--- src/rtl/data_memory_arbiter.sv ---
// Round-robin arbiter that lets the CPU load/store unit and the host bridge share the
// single data-memory port, one word access at a time, with registered responses.
module data_memory_arbiter #(
    parameter int MEM_BYTES = 4096
) (
    input  logic        clk,
    input  logic        reset,

    input  logic        cpu_req_valid,
    output logic        cpu_req_ready,
    input  logic [31:0] cpu_req_addr,
    input  logic [31:0] cpu_req_wdata,
    input  logic        cpu_req_we,
    output logic        cpu_rsp_valid,
    input  logic        cpu_rsp_ready,
    output logic [31:0] cpu_rsp_rdata,
    output logic        cpu_rsp_err,

    input  logic        host_req_valid,
    output logic        host_req_ready,
    input  logic [31:0] host_req_addr,
    input  logic [31:0] host_req_wdata,
    input  logic        host_req_we,
    output logic        host_rsp_valid,
    input  logic        host_rsp_ready,
    output logic [31:0] host_rsp_rdata,
    output logic        host_rsp_err,

    output logic [31:0] mem_address,
    output logic [31:0] mem_write_data,
    output logic        mem_write,
    output logic        mem_read,
    input  logic [31:0] mem_read_data,

    output logic        busy,
    output logic [1:0]  dbg_state
);

    // Handshake: a request transfers on a rising edge where req_valid && req_ready;
    // a response transfers on a rising edge where rsp_valid && rsp_ready.
    localparam logic [1:0] ST_IDLE   = 2'd0;
    localparam logic [1:0] ST_ACCESS = 2'd1;
    localparam logic [1:0] ST_RESP   = 2'd2;

    localparam logic OWN_CPU  = 1'b0;
    localparam logic OWN_HOST = 1'b1;

    localparam logic [31:0] LAST_WORD = 32'(MEM_BYTES - 4);

    logic [1:0]  state;
    logic        owner;
    logic        last_grant;
    logic        we_q;
    logic        err_q;
    logic [31:0] addr_q;
    logic [31:0] wdata_q;
    logic [31:0] rdata_q;

    logic        grant_cpu;
    logic        grant_host;
    logic [31:0] sel_addr;
    logic [31:0] sel_wdata;
    logic        sel_we;
    logic        resp_done;

    // On a tie the requester that did not win last time gets the port.
    always_comb begin
        grant_cpu  = 1'b0;
        grant_host = 1'b0;
        if (state == ST_IDLE) begin
            if (cpu_req_valid && (!host_req_valid || last_grant == OWN_HOST)) begin
                grant_cpu = 1'b1;
            end else if (host_req_valid) begin
                grant_host = 1'b1;
            end
        end
    end

    assign sel_addr  = grant_host ? host_req_addr  : cpu_req_addr;
    assign sel_wdata = grant_host ? host_req_wdata : cpu_req_wdata;
    assign sel_we    = grant_host ? host_req_we    : cpu_req_we;

    assign resp_done = (state == ST_RESP) &&
                       ((owner == OWN_CPU) ? cpu_rsp_ready : host_rsp_ready);

    always_ff @(posedge clk or posedge reset) begin
        if (reset) begin
            state      <= ST_IDLE;
            owner      <= OWN_CPU;
            last_grant <= OWN_HOST;
            we_q       <= 1'b0;
            err_q      <= 1'b0;
            addr_q     <= 32'h0;
            wdata_q    <= 32'h0;
            rdata_q    <= 32'h0;
        end else begin
            case (state)
                ST_IDLE: begin
                    if (grant_cpu || grant_host) begin
                        owner      <= grant_host;
                        last_grant <= grant_host;
                        addr_q     <= sel_addr;
                        wdata_q    <= sel_wdata;
                        we_q       <= sel_we;
                        // Unsigned compare: addresses near 2^32 must not wrap into range.
                        err_q      <= (sel_addr[1:0] != 2'b00) || (sel_addr > LAST_WORD);
                        state      <= ST_ACCESS;
                    end
                end
                ST_ACCESS: begin
                    rdata_q <= (!we_q && !err_q) ? mem_read_data : 32'h0;
                    state   <= ST_RESP;
                end
                ST_RESP: begin
                    if (resp_done) begin
                        state <= ST_IDLE;
                    end
                end
                default: state <= ST_IDLE;
            endcase
        end
    end

    assign cpu_req_ready  = grant_cpu;
    assign host_req_ready = grant_host;

    assign mem_address    = addr_q;
    assign mem_write_data = wdata_q;
    assign mem_write      = (state == ST_ACCESS) &&  we_q && !err_q;
    assign mem_read       = (state == ST_ACCESS) && !we_q && !err_q;

    assign cpu_rsp_valid  = (state == ST_RESP) && (owner == OWN_CPU);
    assign host_rsp_valid = (state == ST_RESP) && (owner == OWN_HOST);
    assign cpu_rsp_rdata  = cpu_rsp_valid  ? rdata_q : 32'h0;
    assign host_rsp_rdata = host_rsp_valid ? rdata_q : 32'h0;
    assign cpu_rsp_err    = cpu_rsp_valid  && err_q;
    assign host_rsp_err   = host_rsp_valid && err_q;

    assign busy      = (state != ST_IDLE);
    assign dbg_state = state;

endmodule

--- config.mk ---
export PLATFORM = sky130hd
export DESIGN_NAME = data_memory_arbiter
export DESIGN_NICKNAME = d
export VERILOG_FILES = /design/src/rtl/data_memory_arbiter.sv
export SDC_FILE = /design/constraint.sdc
export NUM_CORES = 1
export LEC_CHECK = 0
export CAP_MARGIN = 30
export CORE_ASPECT_RATIO = 0.7
export CORE_MARGIN = 5
export CORE_UTILIZATION = 37
export CTS_CLUSTER_SIZE = 14
export DETAILED_ROUTE_END_ITERATION = 12
export PLACE_DENSITY = 0.82
export SLEW_MARGIN = 25
export SYNTH_ARGS = -nofsm -noshare
export SYNTH_HDL_FRONTEND = slang
export SYNTH_SLANG_ARGS = --single-unit
--- constraint.sdc ---
create_clock -name clk -period 4.1 [get_ports clk]
set_clock_uncertainty 0.05 [all_clocks]
set_input_delay 0.82 -clock clk [delete_from_list [all_inputs] [get_ports clk]]
set_output_delay 0.82 -clock clk [all_outputs]
set_load 0.01 [all_outputs]
==> out/metrics.yaml <==
status: "finished clean"
ys_seq_elements: 102
synthToLayoutAreaGrowth_pct: 73.33
cts_num_sinks: 102
fmax_ghz: 0.2928
p_sw_share_pct: 34.86
ys_seq_area_share_pct: 53.42
r2r_end: "mem_address[22]"
finalHoldViolCount: 0
place_area_um2: 7979
grt_pass1_wl_mm: 28.38
syn_area_um2: 4781
critPathArrivalTime_ps: 2550
synth_top_area_share_pct: 52.87
fin_area_um2: 8287
critPathMaxFanout: 4
antenna_cells: 0
cp-start-kind: "input port"
hpwl_mm: 13.63
cp-endpoint: "host_req_ready"
cts_resized: 0
crit_start: "host_req_valid"
pwr-share-clk_pct: 19.2
required_ps: 3230
power_density_nw_per_um2: 548.6
tritoncts: "built"
hold_start: "mem_address[26]"
placementRows: 34
worstReg2RegStart: "dbg_state[0]"
pwr-share-seq_pct: 33.8
regArea_um2: 2554
period_share_pct: 83.31
root_buffer: "clkbuf_16"
antenna_found_initial: 1
clockBufferDepth: 2
ff2ff_path_depth: 5
end_kind: "primary output"
cts_setup_buffers: 0
coreArea_um2: 12550
multi_input_area_um2: 2056
synthCells: 449
ioPinCount: 307
wire_per_inst_um: 19.65
layout-drive-gt1-share_pct: 4.570
grt_use_total_pct: 22.95
fin_crit_ps: 3416
die_w_um: 145.9
cap_violations: 0
peakVddDrop_mv: 0.3334
start_util_pct: 38.10
tns_ps: 0
rsz0062_at_grt: "false"
finalMaxSlewViolations: 0
finish.net_count: 907
synth.largest_area_cell: "dfrtp_1"
syn_avg_cell_area_um2: 10.65
relSlewSlack_pct: 43.58
cts_hold_buf: 0
finalSetupViolations: 0
path_clk_slew_ps: 70
hold_path_class: "flop to flop"
portBuffers: 306
power_frac_comb_pct: 47.1
synth.distinct_cells: 30
die_area_um2: 15330
grt_max_degree: 67
worst_slew_pin_slew_ps: 846.3
grt.overflow.total: 0
vias: 4720
clkLatencyLatePin_ps: 330
ant_nets: 0
power_leakage_nw: 3.530
fillCellCount: 993
gp_congestion: 0.8174
htreeDepth: 3
first_global_vias: 5131
die_y_um: 105.1
drtPass1Iterations: 5
synth_fp_nets: 617
worst-setup-path-type: "input port to primary output"
drt_iter0_markers: 222
drc: 0
p_int_mw: 2.961
switching_power_mw: 1.584
vias_per_cell: 5.210
wirelength_mm: 17.80
worstHoldPathCells: 2
cts_buffers: 9
final_cell_mix: "clkdlybuf4s50_1, dfrtp_1, and2_1"
rrSetupSlack_ps: 1820
synth_warnings: 0
ys_top_cells_by_area: "dfrtp_1, and2_1, a221o_1"
final_common_cell: "clkdlybuf4s50_1"
## layout make-up
| type | instances | area share [%] |
|---|---|---|
| multi-input combinational | 304 | 24.81 |
| timing repair buffer | 317 | 37.96 |
| clock buffer | 10 | 2.884 |
| inverter | 5 | 0.2567 |
| sequential | 102 | 30.82 |
| clock inverter | 6 | 0.8304 |
| tap | 162 | 2.446 |
## worst max-delay path, stage by stage
cell and delay, ps:
clkdlybuf4s50_1 560, or3b_1 430, a21oi_4 140, clkdlybuf4s50_1 590
## logic make-up after synthesis
logic type,count (synthesis),share of synthesized area [%]
flip-flops,102,53.42
multiplexers,24,5.051
AO/OA/AOI/OAI,111,17.95
buffers and inverters,43,3.925
AND/OR/NAND/NOR,169,19.65
## per-stage QoR
stage,setup slack (ps),std cells,power [mW],hold slack [ps],utilization (%)
6_report,684.3,906,4.546,438.3,66.03
5_1_grt,660.5,906,4.835,469.5,66.03
4_1_cts,692.0,906,4.595,446.6,66.03
3_5_place_dp,691.7,890,3.697,424.2,63.58
3_3_place_gp,704.8,890,3.622,418.3,63.58
2_1_floorplan,556.2,449,2.563,428.8,-
## power groups by stage
stage               Combinational (mW)  Clock, mW  Sequential (mW)
floorplan                        0.895          0             1.67
finish                            2.14      0.872             1.53
global route                      2.32      0.936             1.58
global placement                  2.09          0             1.53
CTS                               2.17      0.894             1.53
detailed placement                2.16          0             1.54
## synthesized netlist by cell type (all sizes together)
cell,number
or3b,1
dfrtp,101
dfstp,1
and2,67
a22o,32
nand4,2
and3,33
nand2b,3
clkbuf,26
nand2,32
nor2,16
nand3,2
nor3b,1
o21ai,34
inv,5
a21oi,11
nor3,1
mux2i,23
mux2,1
buf,12
and4,1
o221a,1
nor4,10
a221o,33
## how the worst min path moves through the flow
| stage | to |
|---|---|
| CTS | mem_address[26] |
| finish | mem_address[26] |
| detailed placement | mem_address[17] |
| floorplan | rdata_q[0] |
| global route | mem_address[2] |
| global placement | mem_address[15] |
## sequential cells by signal, indices dropped and copies added, names as in the netlist
name,count
dbg_state,2
err_q,1
last_grant,1
mem_address,32
mem_write_data,32
owner,1
rdata_q,32
we_q,1
## routing by layer
layer,routed length [um],global-route usage (%),part of all wire (%),vias up
met2,9130,40.66,51,215
li1,-,-,-,2205
met1,6808,27.53,38,2274
met3,1491,6.274,8.4,24
met4,353,6.504,2.0,2
met5,20,0,0.11,-
Note: power is estimated with default switching activity, not from simulation.
==> variant (same settings) <==
Make the reset (`reset`) synchronous in one clocked block.
--- a/src/rtl/data_memory_arbiter.sv
+++ b/src/rtl/data_memory_arbiter.sv
@@ -84,5 +84,5 @@
                        ((owner == OWN_CPU) ? cpu_rsp_ready : host_rsp_ready);
 
-    always_ff @(posedge clk or posedge reset) begin
+    always_ff @(posedge clk) begin
         if (reset) begin
             state      <= ST_IDLE;
Check against the original RTL: differs if reset is asserted again (counterexample within 4 cycles, from zero or initial values and one cycle with reset high); with reset held inactive, the same outputs for 4 cycles.
==> variant against the unedited design <==
- wire length rose by 1.4%
- sequential cell count did not move
- via count up 10%
- register-to-register slack improved by 0.20 ns
- setup slack improved by 0.069 ns
- synthesized area grew 0.71%
- cell area shrank 0.41%
- global-route usage is 0.32 points lower
Power is not compared: it rests on default switching activity, and its combinational part moved more than twofold at a synthesized area within 25%.
==> variant: results (changes against the unedited design) <==
The worst-margin pin slew is 0.791 ns (was 0.846 ns). The number of different library cells in the post-synthesis netlist is 34 (was 30). The routability-driven placement congestion ratio came to 0.893 (was 0.817).

Outcome: completed (unchanged). The violation count after the first detailed-route iteration was 280 (was 222). The sequential cell area fraction in the yosys report is 42.4% (was 53.4%).

The total instance count after detailed placement is 980 (was 890). The number of nets in the finished design is 997 (was 907). The most used flip-flop cell after synthesis is sky130_fd_sc_hd__dfxtp_1 (was sky130_fd_sc_hd__dfrtp_1). The initial antenna violation count is 0 (was 1). The origin of the worst min-delay path was mem_address[10] (was mem_address[26]). The total via count in the routed design came to 5195 (was 4720). The reg-to-reg critical path endpoint is mem_write_data[18] (was mem_address[22]).

The highest fanout seen on the critical path is 11 (was 4). The fraction of layout instances using a drive strength above 1 is 7.44% (was 4.57%). The half-perimeter wire length after detailed placement is 13.9 mm (was 13.6 mm).

The placement-stage worst setup slack came out at 0.780 ns (was 0.692 ns). The cell count after synthesis came out at 551 (was 449). The placement-stage cell area was 7940 um2 (was 7980 um2). Most used standard cells in the synthesized netlist: sky130_fd_sc_hd__dfxtp_1 (102), sky130_fd_sc_hd__nor2_1 (94), sky130_fd_sc_hd__nand2_1 (77), sky130_fd_sc_hd__and2_1 (66), sky130_fd_sc_hd__a22oi_1 (32) (was sky130_fd_sc_hd__dfrtp_1 (101), sky130_fd_sc_hd__and2_1 (67), sky130_fd_sc_hd__a221o_1 (33), sky130_fd_sc_hd__and3_1 (33)). The reg-to-reg startpoint was dbg_state[0] (unchanged).

The endpoint of the worst hold path is mem_address[10] (was mem_address[26]). Dominant cells by area after synthesis: sky130_fd_sc_hd__dfxtp_1 (42%), sky130_fd_sc_hd__a311oi_2 (9.0%), sky130_fd_sc_hd__and2_1 (8.6%) (was sky130_fd_sc_hd__dfrtp_1 (53%), sky130_fd_sc_hd__and2_1 (8.8%), sky130_fd_sc_hd__a221o_1 (6.9%)). The worst setup slack for register-to-register paths came out at 2.02 ns (was 1.82 ns). The worst slack on hold paths is 0.406 ns (was 0.438 ns). The fill cell total of the finished layout is 1008 (was 993). The combined global-route utilization of all metal layers came to 22.6% (was 22.9%).
[variant: cell types whose count changed after synthesis, moves of 10 or more]
| cell | before | now |
|---|---|---|
| sky130_fd_sc_hd__a22o_1 | 32 | 0 |
| sky130_fd_sc_hd__a211oi_1 | 0 | 22 |
| sky130_fd_sc_hd__dfrtp_1 | 101 | 0 |
| sky130_fd_sc_hd__a311oi_2 | 0 | 29 |
| sky130_fd_sc_hd__nor2_1 | 16 | 94 |
| sky130_fd_sc_hd__o221ai_1 | 0 | 10 |
| sky130_fd_sc_hd__nand2_1 | 32 | 77 |
| sky130_fd_sc_hd__o21ai_1 | 32 | 0 |
| sky130_fd_sc_hd__and3_1 | 33 | 0 |
| sky130_fd_sc_hd__dfxtp_1 | 0 | 102 |
| sky130_fd_sc_hd__a221o_1 | 33 | 0 |
| sky130_fd_sc_hd__a22oi_1 | 0 | 32 |
[variant: worst max path at each step]
stage,slack [ns],to,cells past startpoint,startpoint
finish,0.75,cpu_req_ready,6,host_req_valid
global route,0.68,cpu_req_ready,6,host_req_valid
CTS,0.77,cpu_req_ready,6,host_req_valid
detailed placement,0.78,cpu_req_ready,6,host_req_valid
global placement,0.84,cpu_req_ready,5,cpu_req_valid
floorplan,1.74,host_req_ready,4,host_req_valid
[variant: kinds of logic after synthesis]
kind of cell    after synthesis  share of synthesized area [%]
compound gates              115                           22.2
buf+inv                      52                           5.25
flops                       102                           42.4
mux                          23                           4.78
simple gates                259                           25.3
[variant: area by class of cell]
| class | instances | area, um2 | share of cell area [%] |
|---|---|---|---|
| sequential | 102 | 2040 | 24.7 |
| timing repair buffer | 316 | 3150 | 38.1 |
| clock buffer | 11 | 253 | 3.06 |
| clock inverter | 4 | 55.1 | 0.667 |
| multi-input combinational | 397 | 2540 | 30.8 |
| tap | 162 | 203 | 2.46 |
| inverter | 3 | 12.5 | 0.152 |
[variant: power groups by stage]
stage                     sequential, mW  clock, mW  combinational [mW]
after global placement              1.17          0               0.780
after floorplan                     1.21          0               0.341
final                               1.16      0.879               0.800
after detailed placement            1.18          0               0.799
after CTS                           1.16      0.904               0.804
after global routing                1.17      0.942               0.863
[variant: worst max-delay path, cell delays in order]
cell	delay (ns)
sky130_fd_sc_hd__clkdlybuf4s50_1	0.49
sky130_fd_sc_hd__inv_1	0.09
sky130_fd_sc_hd__o21ai_0	0.09
sky130_fd_sc_hd__buf_4	0.20
sky130_fd_sc_hd__nor2_1	0.19
sky130_fd_sc_hd__clkdlybuf4s50_1	0.59
[variant: layer usage]
metal  part of all wire (%)  vias to the layer above  GRT usage [%]
li1                       -                     2489              -
met1                     39                     2412           25.2
met2                     50                      254           41.1
met3                    8.4                       40           7.34
met4                    3.1                        0           7.32
met5                      0                        -              0
